==> config.mk <==
export PLATFORM = sky130hd
export DESIGN_NAME = u109_cycle_termination
export DESIGN_NICKNAME = d
export VERILOG_FILES = /design/src/rtl/u109_pkg.sv /design/src/rtl/u109_wait_counter.sv /design/src/rtl/u109_cycle_termination.sv
export SDC_FILE = /design/constraint.sdc
export NUM_CORES = 1
export LEC_CHECK = 0
export CAP_MARGIN = 10
export CORE_ASPECT_RATIO = 0.8
export CORE_MARGIN = 2
export CORE_UTILIZATION = 51
export CTS_BUF_LIST = sky130_fd_sc_hd__clkbuf_4
export CTS_CLUSTER_SIZE = 14
export DETAILED_ROUTE_END_ITERATION = 12
export HOLD_SLACK_MARGIN = 0.03
export PLACE_DENSITY = 0.77
export SLEW_MARGIN = 20
export SYNTH_ARGS = -nofsm -noshare
export SYNTH_HDL_FRONTEND = slang
export SYNTH_SLANG_ARGS = --single-unit
==> constraint.sdc <==
create_clock -name CLKP -period 2.5 [get_ports CLKP]
set_input_delay 0.5 -clock CLKP [delete_from_list [all_inputs] [get_ports CLKP]]
set_output_delay 0.5 -clock CLKP [all_outputs]
set_load 0.02 [all_outputs]
==> src/rtl/u109_pkg.sv <==
// Shared definitions for the U109 68040-to-PCI bridge cycle logic.
//   term_state_t  : cycle-termination FSM states
//   *_DEF         : default PCI wait limits
package u109_pkg;

  typedef enum logic [2:0] {
    IDLE,
    DEVWAIT,
    DATAWAIT,
    ACK,
    RETRY,
    ABORT,
    RECOVER
  } term_state_t;

  // Clocks after the address phase with no DEVSELn before a master abort.
  localparam int unsigned DEVSEL_TO_DEF = 5;
  // Clocks after DEVSELn with no TRDYn/STOPn before a target-latency abort.
  localparam int unsigned TRDY_TO_DEF   = 16;
  // Consecutive target retries tolerated before TEAn.
  localparam int unsigned MAX_RETRY_DEF = 8;

endpackage

==> src/rtl/u109_wait_counter.sv <==
// Clearable, enabled, saturating wait counter with a terminal-count compare.
//   i_clk, i_rst_n : clock, async active-low reset
//   i_clr          : synchronous clear (wins over i_en)
//   i_en           : count this clock
//   i_limit        : runtime terminal count
//   o_tc           : the count reaches i_limit on this enabled clock
module u109_wait_counter #(
  parameter int unsigned CNT_W = 5
) (
  input  logic             i_clk,
  input  logic             i_rst_n,
  input  logic             i_clr,
  input  logic             i_en,
  input  logic [CNT_W-1:0] i_limit,
  output logic             o_tc
);

  logic [CNT_W-1:0] r_count;
  logic [CNT_W-1:0] w_inc;

  // Saturate at all-ones instead of wrapping.
  always_comb begin
    w_inc = r_count;
    if (r_count != '1) w_inc = r_count + 1'b1;
  end

  // Compare against the incremented value so the FSM sees the timeout on the
  // same edge the counter reaches the limit.
  assign o_tc = i_en && !i_clr && (w_inc >= i_limit);

  always_ff @(posedge i_clk or negedge i_rst_n) begin
    if (!i_rst_n)   r_count <= '0;
    else if (i_clr) r_count <= '0;
    else if (i_en)  r_count <= w_inc;
  end

endmodule

==> src/rtl/u109_cycle_termination.sv <==
// U109 cycle termination: watches the PCI target response of a bridged
// 68040 cycle and produces the 68040 termination.
//   CLKP, RESETn          : PCI clock, async active-low reset
//   PCICYCLEn, ADDR_PHASE : bridged-cycle request / address-clock pulse
//   RnW                   : direction, latched with the address phase
//   DEVSELn, TRDYn, STOPn : PCI target response
//   IRDYn                 : initiator ready driven by U109
//   TACKn, TEAn           : registered 68040 acknowledge / error
//   DLATCH                : read-data capture strobe (TRDY clock)
//   RETRY_REQ             : re-issue the address phase
//   CYCLE_DONE            : bus released, PCI state machine returns to idle
module u109_cycle_termination
  import u109_pkg::*;
#(
  parameter int unsigned DEVSEL_TO = DEVSEL_TO_DEF,
  parameter int unsigned TRDY_TO   = TRDY_TO_DEF,
  parameter int unsigned MAX_RETRY = MAX_RETRY_DEF,
  parameter int unsigned CNT_W     = 5
) (
  input  logic CLKP,
  input  logic RESETn,
  input  logic PCICYCLEn,
  input  logic ADDR_PHASE,
  input  logic RnW,
  input  logic DEVSELn,
  input  logic TRDYn,
  input  logic STOPn,
  input  logic IRDYn,
  output logic TACKn,
  output logic TEAn,
  output logic DLATCH,
  output logic RETRY_REQ,
  output logic CYCLE_DONE
);

  localparam int unsigned RETRY_W = $clog2(MAX_RETRY + 1);
  localparam logic [RETRY_W-1:0] RETRY_LAST = RETRY_W'(MAX_RETRY - 1);

  term_state_t        r_state, w_next;
  logic               r_rnw;
  logic [RETRY_W-1:0] r_retry_cnt;
  logic               r_tackn, r_tean, r_cycle_done;
  logic               w_dlatch, w_retry_req;
  logic               w_cnt_clr, w_cnt_en, w_tc;
  logic [CNT_W-1:0]   w_limit;
  logic               w_abandon;

  assign w_cnt_clr = (r_state == IDLE) || ((r_state == DEVWAIT) && !DEVSELn);
  assign w_cnt_en  = (r_state == DEVWAIT) || ((r_state == DATAWAIT) && !IRDYn);
  assign w_limit   = (r_state == DEVWAIT) ? CNT_W'(DEVSEL_TO) : CNT_W'(TRDY_TO);
  assign w_abandon = PCICYCLEn && ((r_state == DEVWAIT) || (r_state == DATAWAIT));

  u109_wait_counter #(.CNT_W(CNT_W)) u_wait (
    .i_clk   (CLKP),
    .i_rst_n (RESETn),
    .i_clr   (w_cnt_clr),
    .i_en    (w_cnt_en),
    .i_limit (w_limit),
    .o_tc    (w_tc)
  );

  always_comb begin
    w_next      = r_state;
    w_dlatch    = 1'b0;
    w_retry_req = 1'b0;
    case (r_state)
      IDLE:     if (ADDR_PHASE && !PCICYCLEn) w_next = DEVWAIT;
      DEVWAIT: begin
        if (PCICYCLEn)     w_next = RECOVER;
        else if (!DEVSELn) w_next = DATAWAIT;
        else if (w_tc)     w_next = ABORT;
      end
      DATAWAIT: begin
        if (PCICYCLEn) w_next = RECOVER;
        else if (!IRDYn) begin
          if (!TRDYn) begin
            w_next   = ACK;
            w_dlatch = r_rnw;
          end
          // Retry keeps DEVSELn asserted; STOPn with DEVSELn released is a
          // target abort.
          else if (!STOPn && !DEVSELn) w_next = RETRY;
          else if (!STOPn)             w_next = ABORT;
          else if (w_tc)               w_next = ABORT;
        end
      end
      ACK:      w_next = RECOVER;
      RETRY: begin
        if (r_retry_cnt == RETRY_LAST) w_next = ABORT;
        else begin
          w_next      = IDLE;
          w_retry_req = 1'b1;
        end
      end
      ABORT:    w_next = RECOVER;
      RECOVER:  if (PCICYCLEn) w_next = IDLE;
      default:  w_next = IDLE;
    endcase
  end

  always_ff @(posedge CLKP or negedge RESETn) begin
    if (!RESETn) begin
      r_state      <= IDLE;
      r_rnw        <= 1'b0;
      r_retry_cnt  <= '0;
      r_tackn      <= 1'b1;
      r_tean       <= 1'b1;
      r_cycle_done <= 1'b0;
    end else begin
      r_state <= w_next;
      if ((r_state == IDLE) && (w_next == DEVWAIT)) r_rnw <= RnW;
      // An abandoned cycle also forgets its retry history.
      if ((r_state == ACK) || (r_state == ABORT) || w_abandon)
        r_retry_cnt <= '0;
      else if (w_retry_req)
        r_retry_cnt <= r_retry_cnt + 1'b1;
      r_tackn      <= (w_next != ACK);
      r_tean       <= (w_next != ABORT);
      r_cycle_done <= (w_next == RECOVER) && (r_state != RECOVER);
    end
  end

  assign TACKn      = r_tackn;
  assign TEAn       = r_tean;
  assign CYCLE_DONE = r_cycle_done;
  assign DLATCH     = w_dlatch;
  assign RETRY_REQ  = w_retry_req;

endmodule

Word level (Yosys, flattened, before mapping)
Index checks and enable logic that the tools add are counted.
{"block": "totals", "reg_bits": 16, "inputBits": 9, "out_inout_bits": 5, "wordCells": 70}
{"block": "op_classes", "add_sub_neg": 2, "magnitude_cmp": 1, "n_eq_ne": 13, "muxes": 24, "reduce_logical": 23}
{"op": "3-bit 2-to-1 mux", "count": 11}
{"op": "5-bit 2-to-1 mux", "count": 4}
{"op": "3-bit one-hot mux with 6 select lines", "count": 1}
{"op": "3-bit equality test (second input constant)", "count": 4}
{"op": "1-bit logical AND", "count": 9}
{"op": "4-bit 2-to-1 mux", "count": 2}
{"op": "3-bit by 1-bit equality test with 1-bit output (second input constant)", "count": 2}
{"op": "3-bit by 2-bit equality test with 1-bit output (second input constant)", "count": 2}
{"op": "1-bit 2-to-1 mux", "count": 6}
{"op": "3-bit inequality test (second input constant)", "count": 2}
{"op": "5-bit by 1-bit adder with 5-bit output (second input constant)", "count": 1}
{"op": "5-bit >= comparator", "count": 1}
{"op": "1-bit zero test", "count": 5}
{"op": "1-bit logical OR", "count": 5}
{"op": "5-bit inequality test (second input constant)", "count": 1}
{"op": "4-bit by 1-bit adder with 4-bit output (second input constant)", "count": 1}
{"op": "4-bit by 3-bit equality test with 1-bit output (second input constant)", "count": 1}
{"op": "2-bit nonzero test", "count": 2}
{"op": "3-bit zero test", "count": 1}
{"op": "3-bit by 2-bit inequality test with 1-bit output (second input constant)", "count": 1}
{"op": "2-bit OR reduction", "count": 1}

Depth between registers and ports, before layout
{"block": "logic_depth", "ltp_word": 15, "depth_mapped": 10, "ltp_nobuf": 10}

Hierarchy
A second synthesis with hierarchy kept.
{"block": "unflattened", "cells_unflattened": 117, "hier_area_um2": 1156.1}
{"mod": "u109_cycle_termination", "instances": 1, "cells_each": 68, "area_per_inst_um2": 691.9, "seq_area_each_um2": 277.8}
{"mod": "u109_wait_counter", "instances": 1, "cells_each": 49, "area_per_inst_um2": 464.2, "seq_area_each_um2": 125.1}

Least setup slack after synthesis
Ideal clock, no wire load.
{"block": "synth_path", "path_type": "reg-to-reg", "startpoint": "reg u_wait.r_count[0]", "endpoint": "reg r_cycle_done (netlist: CYCLE_DONE)", "setup_time_ns": 0.120, "arrival_time_ns": 2.470, "t_required_ns": 2.380, "slack_ns": -0.090, "path_stages_with_launch": 11, "path_buffers": 0, "synth_period_minus_slack_ns": 2.590, "cell_sequence": "dfrtp_1 -> ha_1 -> nand4_1 -> xnor2_1 -> ha_1 -> nor3b_1 -> mux2i_1 -> a221o_1 -> a21o_4 -> a2bb2oi_4 -> and2_2"}
{"block": "synth_via", "elab_chain_len": 13, "word_cells_on_any_way": 16, "cone_classes": "1 x add/sub; 1 x order compare; 2 x eq/ne; 10 x mux; 2 x reduce/logical"}
{"item": "start, declared", "line": "u109_wait_counter.sv:18", "text": "logic [CNT_W-1:0] r_count;"}
{"item": "start signal, assigned", "line": "u109_wait_counter.sv:34", "text": "else if (i_en) r_count <= w_inc;"}
{"item": "5-bit by 1-bit adder with 5-bit output or 5-bit inequality test (tied branches)", "line": "u109_wait_counter.sv:24", "text": "if (r_count != '1) w_inc = r_count + 1'b1;"}
{"item": "5-bit 2-to-1 mux (*)", "line": "u109_wait_counter.sv:24"}
{"item": "5-bit >= comparator (*)", "line": "u109_wait_counter.sv:29", "text": "assign o_tc = i_en && !i_clr && (w_inc >= i_limit);"}
{"item": "1-bit logical AND (*)", "line": "u109_wait_counter.sv:29"}
{"item": "3-bit 2-to-1 mux (*)", "line": "u109_cycle_termination.sv:71, u109_cycle_termination.sv:84"}
{"item": "3-bit 2-to-1 mux", "line": "u109_cycle_termination.sv:83", "text": "else if (!STOPn) w_next = ABORT;"}
{"item": "3-bit 2-to-1 mux", "line": "u109_cycle_termination.sv:82", "text": "else if (!STOPn && !DEVSELn) w_next = RETRY;"}
{"item": "3-bit 2-to-1 mux", "line": "u109_cycle_termination.sv:76", "text": "if (!TRDYn) begin"}
{"item": "3-bit 2-to-1 mux", "line": "u109_cycle_termination.sv:75", "text": "else if (!IRDYn) begin"}
{"item": "3-bit 2-to-1 mux", "line": "u109_cycle_termination.sv:74", "text": "if (PCICYCLEn) w_next = RECOVER;"}
{"item": "3-bit one-hot mux with 6 select lines (*)", "line": "u109_cycle_termination.sv:66", "text": "case (r_state)"}
{"item": "net w_next[2]", "line": "u109_cycle_termination.sv:39", "text": "term_state_t r_state, w_next;"}
{"item": "3-bit equality test (*)", "line": "u109_cycle_termination.sv:119", "text": "r_cycle_done <= (w_next == RECOVER) && (r_state != RECOVER);"}
{"item": "1-bit logical AND (*)", "line": "u109_cycle_termination.sv:119"}
{"item": "end signal, assigned", "line": "u109_cycle_termination.sv:119"}
{"item": "end, declared", "line": "u109_cycle_termination.sv:42", "text": "logic r_tackn, r_tean, r_cycle_done;"}
The timed path passes the listed nets; every way through them passes the cells marked *.
A chain may end at the register's enable or synchronous reset.

==> impl_metrics.py <==
metrics = {
    "placement": {
        "place_congestion": 0.922,
        "hpwlAfterDp_mm": 2.05,
        "port-buffer-count": 13,
        "dp.cells": 161,
        "place_area_sq_um": 1360,
        "place_ws_ns": -0.375,
    },
    "detailed_routing": {
        "post_drt_wl_per_cell_microns": 16.6,
        "vias_per_cell": 6.05,
        "dr.pass1.iters": 4,
        "drcViolationCount": 0,
        "wl_mm": 2.78,
        "vias": 1010,
        "ant_nets": 0,
        "drt-initial-drc-count": 40,
    },
    "cts": {
        "clk_latency_ns": 0.30,
        "holdBufCountCts": 0,
        "h-tree-depth": 1,
        "cts_sinks": 16,
        "root_buffer": "clkbuf_4",
        "cts_max_path_buffers": 2,
        "numCtsBuffers": 3,
        "cts_tree": "yes",
        "cts.clk_slew.worst_paths_ns": 0.11,
    },
    "setup_path": {
        "slowest_stage": "dfrtp_1",
        "critPathBufInv": 1,
        "reg2reg_slack_ns": -0.004,
        "crit_path_end_kind": "flop",
        "required_ns": 2.73,
        "crit_family": "compound AO/OA/AOI/OAI gates",
        "path_class": "flop to flop",
        "cp.arrival_ns": 2.73,
        "critical_path.cell_chain": "ha_4 -> buf_4 -> a31o_2 -> ha_1 -> or2_2 -> a221o_1 -> a21o_4 -> a2bb2oi_4 -> a211oi_2",
        "crit_path_max_fanout": 7,
        "reg2reg_depth": 9,
        "cp.depth": 9,
        "crit_path_max_incr_delay_ns": 0.42,
        "r2r-start": "u_wait.r_count[1]",
        "r2r_end": "r_retry_cnt[2]",
        "cp-start-kind": "flop",
    },
    "synth": {
        "ys_types": 44,
        "synth_xor_area_frac": 0.0319,
        "synthCells": 112,
        "synth_compound_area_frac": 0.263,
        "yosys_warnings": 0,
        "synth_edf_count": 0,
        "synth_mux_area_frac": 0.0388,
        "ys_seq_elements": 16,
        "ys_seq_area_frac": 0.367,
        "synthSimpleGateAreaFrac": 0.214,
        "synthFlopType": "dfrtp_1",
        "netlist_area_sq_um": 1100,
        "synth_top_family_by_area": "compound AO/OA/AOI/OAI gates",
        "syn_nets": 126,
        "syn_avg_cell_area_sq_um": 9.80,
        "synth-async-reset-ratio": 1.00,
        "synth-adder-area-share": 0.0570,
    },
    "finish": {
        "final_nets": 158,
        "antenna_cells": 0,
        "drive_above_1_share": 0.308,
        "fillers": 144,
        "area_delta_synth_final_pct": 30.2,
        "fin_cells": 167,
        "final_common_cell": "buf_4",
        "fin_area_sq_um": 1430,
        "final_cell_mix": "17 x buf_4, 14 x dfrtp_1, 12 x nand2_1",
        "fin_util": 0.728,
    },
    "die": {
        "dieArea_sq_um": 2540,
        "die_h_microns": 45.5,
        "chipWidth_microns": 55.9,
        "core-area_sq_um": 1960,
        "initial_core_util": 0.559,
        "rows": 14,
        "ios": 14,
    },
    "timing": {
        "relSlewSlack": 0.512,
        "drv_slew": 0,
        "setup_viol": 1,
        "fin_crit_ns": 2.50,
        "worst_pin_slew_ns": 0.730,
        "rsz0062_at_grt": "true",
        "setup_slack_ns": -0.00426,
        "holdWs_ns": 0.516,
        "report.final.hold_viol_count": 0,
        "clock-skew-final_ns": 0.0174,
        "fin_crit_sh": 1.00,
        "fmax_mhz": 399,
    },
    "hold_path": {
        "min_from": "r_rnw",
        "min_path_cells": 1,
        "min_delay_worst_endpoint": "r_rnw",
        "hp-class": "flop to flop",
    },
    "global_route": {
        "grt_first_pass_wirelength_mm": 4.86,
        "grt_use_met1": 0.354,
        "grt_use_met2": 0.417,
        "met3_usage": 0.0625,
        "grt_pass1_vias": 994,
        "overflow": 0,
        "grt_max_degree": 17,
        "antenna_found_initial": 0,
        "busiest_layer": "met2",
        "grt.total_usage": 0.254,
    },
    "outcome": {
        "status": "finished with violations",
        "violations": "negative setup slack",
    },
    "pwr": {
        "vdd_drop_max_mv": 0.523,
        "powerDensity_nw_per_um2": 842,
        "power.leakage_nw": 0.633,
    },
    "job": {
        "cap_violations": 0,
    },
}
-- worst reg2reg max path, delay by kind of cell (launching register included) --
family,cells,cell delay (ns)
flip-flops,1,0.42
adder cells (fa/ha/maj),2,0.38
buffers and inverters,1,0.13
AND/OR/NAND/NOR,1,0.29
AO/OA/AOI/OAI,5,1.24
-- cells in the mapped netlist, drive strengths merged (3+ instances only) --
master | instances | area, sq um
inv | 4 | 15.0
a21oi | 9 | 56.3
nand3 | 3 | 15.0
nor2 | 8 | 30.0
or2 | 3 | 18.8
dfrtp | 14 | 350
o21bai | 3 | 26.3
nor3b | 3 | 22.5
o21ai | 7 | 35.0
ha | 5 | 62.6
buf | 3 | 15.0
nand2 | 12 | 45.0
xnor2 | 3 | 26.3
-- worst max-delay path by stage --
stage	start	to	slack, ns
5_1_grt	u_wait.r_count[1]	r_retry_cnt[2]	-0.14
3_3_place_gp	IRDYn	DLATCH	-0.38
6_report	u_wait.r_count[1]	r_retry_cnt[2]	-0.004
4_1_cts	u_wait.r_count[1]	r_retry_cnt[2]	0.003
3_5_place_dp	IRDYn	DLATCH	-0.38
2_1_floorplan	u_wait.r_count[0]	CYCLE_DONE	-0.06
-- per-layer routing --
layer / up-vias / part of all wire
met5: - / 0
met4: 0 / 0.0036
met3: 2 / 0.080
met2: 45 / 0.46
met1: 493 / 0.45
li1: 470 / -
-- stage by stage --
step | total power [mW] | setup TNS, ns
finish | 1.20 | -0.00426
global route | 1.29 | -0.765
CTS | 1.19 | 0
detailed placement | 1.01 | -0.508
global placement | 0.978 | -0.418
floorplan | 0.800 | -0.121
-- power by group --
group          switching (mW)  total, mW  leakage [nW]  internal, mW
sequential             0.0699      0.403         0.206         0.334
combinational           0.344      0.654         0.412         0.310
clock                  0.0875      0.146        0.0154        0.0581
total                   0.501       1.20         0.633         0.701
-- cells by family after synthesis --
| kind of cell | Yosys count |
|---|---|
| buffers and inverters | 7 |
| xor gates and xnor gates | 4 |
| AOI/OAI and AO/OA | 34 |
| adders and majority gates | 5 |
| DFF | 16 |
| and+or+nand+nor | 42 |
| muxes | 4 |
-- registers in the layout, indices dropped and copies added, names as in the netlist --
name            flops
r_rnw               1
r_state             3
TACKn               1
u_wait.r_count      5
CYCLE_DONE          1
TEAn                1
r_retry_cnt         4
-- what timing repair did --
item,in CTS,in global routing
resized for setup,11,2
pin swaps,2,1
setup buffers,1,1
endpoints found under the setup margin,7,10
-- cell type report --
cell class | instances | area, sq um | share of cell area
clock inverters | 1 | 3.75 | 0.00263
well taps | 24 | 30.0 | 0.0210
flip-flops and latches | 16 | 403 | 0.282
inverters | 4 | 15.0 | 0.0105
repair buffers | 30 | 251 | 0.176
multi-input cells | 89 | 703 | 0.492
clock buffers | 3 | 22.5 | 0.0158
Note: power is estimated with default switching activity, not from simulation.
